--- config.mk ---
export PLATFORM = sky130hd
export DESIGN_NAME = lap_counter_bcd
export DESIGN_NICKNAME = d
export VERILOG_FILES = /design/src/rtl/lap_counter_bcd.sv
export SDC_FILE = /design/constraint.sdc
export NUM_CORES = 1
export LEC_CHECK = 0
export CORE_UTILIZATION = 50
export CTS_BUF_LIST = sky130_fd_sc_hd__clkbuf_4 sky130_fd_sc_hd__clkbuf_8
export CTS_CLUSTER_SIZE = 16
export DETAILED_ROUTE_END_ITERATION = 6
export GPL_TIMING_DRIVEN = 1
export PLACE_DENSITY = 0.92
export SYNTH_ARGS = -nofsm -noshare
export SYNTH_HDL_FRONTEND = slang
export SYNTH_SLANG_ARGS = --single-unit
--- constraint.sdc ---
create_clock -name tact -period 2.7 [get_ports tact]
set_input_delay 0.405 -clock tact [delete_from_list [all_inputs] [get_ports tact]]
set_output_delay 0.405 -clock tact [all_outputs]
set_load 0.01 [all_outputs]
--- src/rtl/lap_counter_bcd.sv ---
// Lap counter holding the count as packed BCD digits, with a mark synchroniser, edge detection,
// wrap/saturate at all-9s and sticky target detection. Define LAP_HOLDOFF_EN to compile in re-trigger holdoff.
module lap_counter_bcd #(
    parameter int unsigned DIGITS         = 2,
    parameter bit          WRAP           = 1'b1,
    parameter int unsigned HOLDOFF_CYCLES = 1000
) (
    input  logic                  tact,
    input  logic                  reset,
    input  logic                  lap_mark,
    input  logic                  clear,
    input  logic [4*DIGITS-1:0]   target,
    output logic [4*DIGITS-1:0]   digits,
    output logic                  lap_pulse,
    output logic                  done,
    output logic                  overflow
);

    if (DIGITS < 1 || DIGITS > 8 || HOLDOFF_CYCLES < 1) begin : g_bad_params
        $error("lap_counter_bcd: parameter out of range");
    end

    logic                sync1;
    logic                sync2;
    logic                prev;
    logic                rise;
    logic                accept;
    logic                holdoff_active;
    logic                all_nines;
    logic [4*DIGITS-1:0] inc;
    logic [4*DIGITS-1:0] count_next;
    logic                done_next;

    always_ff @(posedge tact or negedge reset) begin
        if (!reset) begin
            sync1 <= 1'b0;
            sync2 <= 1'b0;
            prev  <= 1'b0;
        end else begin
            sync1 <= lap_mark;
            sync2 <= sync1;
            prev  <= sync2;
        end
    end

    assign rise = sync2 & ~prev;

`ifdef LAP_HOLDOFF_EN
    localparam int unsigned HOLD_W = $clog2(HOLDOFF_CYCLES + 1);

    logic [HOLD_W-1:0] hold_cnt;

    assign holdoff_active = (hold_cnt != '0);

    always_ff @(posedge tact or negedge reset) begin
        if (!reset) begin
            hold_cnt <= '0;
        end else if (clear) begin
            hold_cnt <= '0;
        end else if (accept) begin
            hold_cnt <= HOLD_W'(HOLDOFF_CYCLES);
        end else if (holdoff_active) begin
            hold_cnt <= hold_cnt - 1'b1;
        end
    end
`else
    assign holdoff_active = 1'b0;
`endif

    assign accept = rise & ~done & ~holdoff_active & ~clear;

    // Ripple carry: a digit advances only when every lower digit is 9.
    always_comb begin
        logic       carry;
        logic [3:0] nib;
        inc   = digits;
        carry = 1'b1;
        nib   = '0;
        for (int unsigned i = 0; i < DIGITS; i++) begin
            nib = digits[4*i +: 4];
            if (carry) begin
                inc[4*i +: 4] = (nib == 4'd9) ? 4'd0 : nib + 4'd1;
            end
            carry = carry & (nib == 4'd9);
        end
        all_nines = carry;
    end

    always_comb begin
        count_next = digits;
        if (accept && !(all_nines && !WRAP)) begin
            count_next = inc;
        end
        done_next = done | ((target != '0) && (count_next == target));
    end

    always_ff @(posedge tact or negedge reset) begin
        if (!reset) begin
            digits    <= '0;
            lap_pulse <= 1'b0;
            done      <= 1'b0;
            overflow  <= 1'b0;
        end else if (clear) begin
            digits    <= '0;
            lap_pulse <= 1'b0;
            done      <= 1'b0;
            overflow  <= 1'b0;
        end else begin
            digits    <= count_next;
            lap_pulse <= accept;
            done      <= done_next;
            overflow  <= accept & all_nines;
        end
    end

endmodule
==> reports/summary.json <==
{
  "die": {
    "vert_die_dim_um": 45.21,
    "placement_rows": 15,
    "starting_density_of_the_core": 0.5348,
    "placeableCoreArea_um2": 1745,
    "pin_count": 23,
    "dieArea_um2": 2043,
    "die_x_um": 45.21
  },
  "global_route": {
    "grt_antenna_before_repair": 0,
    "groute.usage.overall": 0.2397,
    "grt_start_max_net_pins": 15,
    "grt_remaining_overflow": 0,
    "number_of_global_route_vias_before_repair": 749,
    "first_pass_grt_wire_length_um": 3394
  },
  "worst_setup_path": {
    "worstSetupStartpointType": "register",
    "crit_path_max_fo": 12,
    "cp-end-kind": "register",
    "setup.worst_path.class": "reg -> reg",
    "required_ns": 2.91,
    "arrival_ns": 2.59
  },
  "synthesis": {
    "netlist_area_um2": 933.4,
    "synth-seq-cells": 14,
    "yosys-top-cells-area": "dfrtp_1 (38%), ha_1 (5.4%), nor2_1 (5.2%), xor2_1 (4.7%), mux2i_1 (4.3%)",
    "synth_seq_area_share": 0.3753,
    "yosys.area.top_type": "dfrtp_1",
    "synthCells": 99,
    "synth_largest_type_area_fraction": 0.3753,
    "synth.net_count": 115,
    "yosys.cell_types.count": 35,
    "synth-warning-count": 0,
    "syn_avg_cell_area_um2": 9.428
  },
  "power_and_ir_drop": {
    "worst_ir_drop_vdd_mv": 0.2894,
    "leakagePower_nw": 0.5029,
    "power.density_nw_per_um2": 370.8
  },
  "drt": {
    "drc_errors": 0,
    "detail_route.first_pass.iterations": 4,
    "vias_per_cell": 5.784,
    "wire_length_reported_by_the_detailed_router_um": 2241,
    "average_wire_per_cell_in_the_routed_design_um": 15.14,
    "initialDrtViolationCount": 30,
    "route.antenna.remaining_nets": 0,
    "dr_total_vias": 856
  },
  "cts": {
    "htree_num_levels": 1,
    "clk_pin_slew_worst_paths_ns": 0.10,
    "clkSinkCount": 14,
    "root_buf_cell": "clkbuf_4",
    "post_cts.repair.setup_buffers": 0,
    "post_cts.resized_instances": 0,
    "worst_skew_pair.late_latency_ns": 0.30,
    "clk_path_buf_depth": 2,
    "cts_tree": "built",
    "cts_made_buffers": 3,
    "cts-hold-fix-buffers": 0
  },
  "place": {
    "finalWeightedCongestion": 0.9015,
    "io_buffer_count": 22,
    "place_inst": 144,
    "hpwl_um": 1631
  },
  "sta": {
    "tightestPinTransition_ns": 0.6155,
    "report.final.slew_viol_count": 0,
    "setup-violations-final": 0,
    "fin_crit_sh": 0.8803,
    "finalWorstPathRequiredPeriod_ns": 2.377,
    "hold_viol": 0,
    "relSlewSlack": 0.5884,
    "grt_setup_unrepaired": "no",
    "achievable-frequency_mhz": 420.7,
    "finalSetupTns_ns": 0,
    "finalClockSkew_ns": 0.01131
  },
  "layout": {
    "final_antenna_diode_count": 0,
    "mostFrequentLayoutCell": "clkdlybuf4s50_1",
    "num-nets-final": 140,
    "fillCellCount": 149,
    "layoutNonFillerInstCount": 148,
    "drive_above_1_share": 0.08943,
    "mostFrequentLayoutCells": "clkdlybuf4s50_1 (22), dfrtp_1 (14), nor2_1 (13), nand2_1 (7), a21oi_1 (6)",
    "areaGrowthSynthToFinish_pct": 28.69
  },
  "hold_path": {
    "worst_hold_path_type": "reg -> reg"
  },
  "run_status": {
    "status": "complete, no violations"
  },
  "job": {
    "cap_violations": 0
  }
}
[per-stage QoR]
| stage | total power [mW] | setup WS [ns] | utilization | hold WS [ns] | cell area (µm²) |
|---|---|---|---|---|---|
| 3_3_place_gp | 0.2860 | 0.2167 | 0.6674 | 0.3417 | 1165 |
| 6_report | 0.4454 | 0.3231 | 0.6882 | 0.3497 | 1201 |
| 5_1_grt | 0.4616 | 0.1297 | 0.6882 | 0.3639 | 1201 |
| 4_1_cts | 0.4478 | 0.3533 | 0.6882 | 0.3618 | 1201 |
| 2_1_floorplan | 0.2532 | 0.6569 | - | 0.1094 | 933.4 |
| 3_5_place_dp | 0.2874 | 0.08549 | 0.6674 | 0.3355 | 1165 |
[critical path, cell delays in order, from the launching register on]
cell       delay, ns
dfrtp_1         0.53
ha_1            0.27
and3b_1         0.43
nor2_1          0.14
a311o_1         0.34
a32oi_1         0.19
o2111ai_1       0.13
o31ai_1         0.26
[per-layer routing]
layer,routed length (µm),up-vias,GRT usage,part of all wire
met5,0,-,0,0
met4,32,0,0.06667,0.014
met3,116,5,0.06800,0.052
met2,1086,32,0.4116,0.48
met1,1006,408,0.2919,0.45
li1,-,411,-,-
[path summary, 6_finish.rpt]
path                            from        to  slack (ns)  cells after the start
max in group asynchronous      reset      prev        1.81                      1
setup reg to reg           digits[0]      done        0.32                      7
hold reg to reg                sync1     sync2        0.35                      0
setup / recovery           digits[0]      done        0.32                      7
min in group asynchronous      reset  overflow        0.48                      1
hold / removal                 sync1     sync2        0.35                      0
[cell usage after synthesis (all sizes together)]
| cell type | instances |
|---|---|
| dfrtp | 14 |
| nor2 | 13 |
| nand2 | 8 |
| a21oi | 6 |
| inv | 5 |
| xor2 | 5 |
| ha | 4 |
| mux2i | 4 |
| nand3 | 4 |
| and3b | 3 |
| nor3 | 3 |
| nor4 | 3 |
| o21ai | 3 |
| a221oi | 2 |
| a31oi | 2 |
| a32oi | 2 |
| nor2b | 2 |
| o2111ai | 2 |
| a211oi | 1 |
| a311o | 1 |
| a32o | 1 |
| and3 | 1 |
| and4b | 1 |
| buf | 1 |
| clkbuf | 1 |
| clkinv | 1 |
| dlygate4sd1 | 1 |
| nand2b | 1 |
| nor3b | 1 |
| o31ai | 1 |
| or4b | 1 |
| xnor2 | 1 |
[report_power, final]
group          leakage [nW]  internal [mW]  switching, mW
combinational         0.295         0.0327         0.0321
sequential            0.187          0.214        0.00549
clock                0.0210         0.0824         0.0787
total                 0.503          0.329          0.116
[logic make-up after synthesis]
group                      synth area share
and+or+nand+nor                      0.2386
AOI/OAI and AO/OA                    0.1783
DFF                                  0.3753
buffers and inverters               0.05495
xor gates and xnor gates            0.05630
muxes                               0.04290
adders and majority gates           0.05362
[sequential cells by signal, indices dropped and copies added (netlist names)]
name	count
lap_pulse	1
done	1
prev	1
overflow	1
sync2	1
digits	8
sync1	1
[area by class of cell]
cell class                      instances  area (µm²)  share of cell area
Multi-Input combinational cell         76       531.8              0.4427
Sequential cell                        14       350.3              0.2917
Timing Repair Buffer                   23       227.7              0.1896
Clock buffer                            4       36.28             0.03021
Tap cell                               25       31.28             0.02604
Inverter                                6       23.77             0.01979
(Power assumes the default switching activity.)
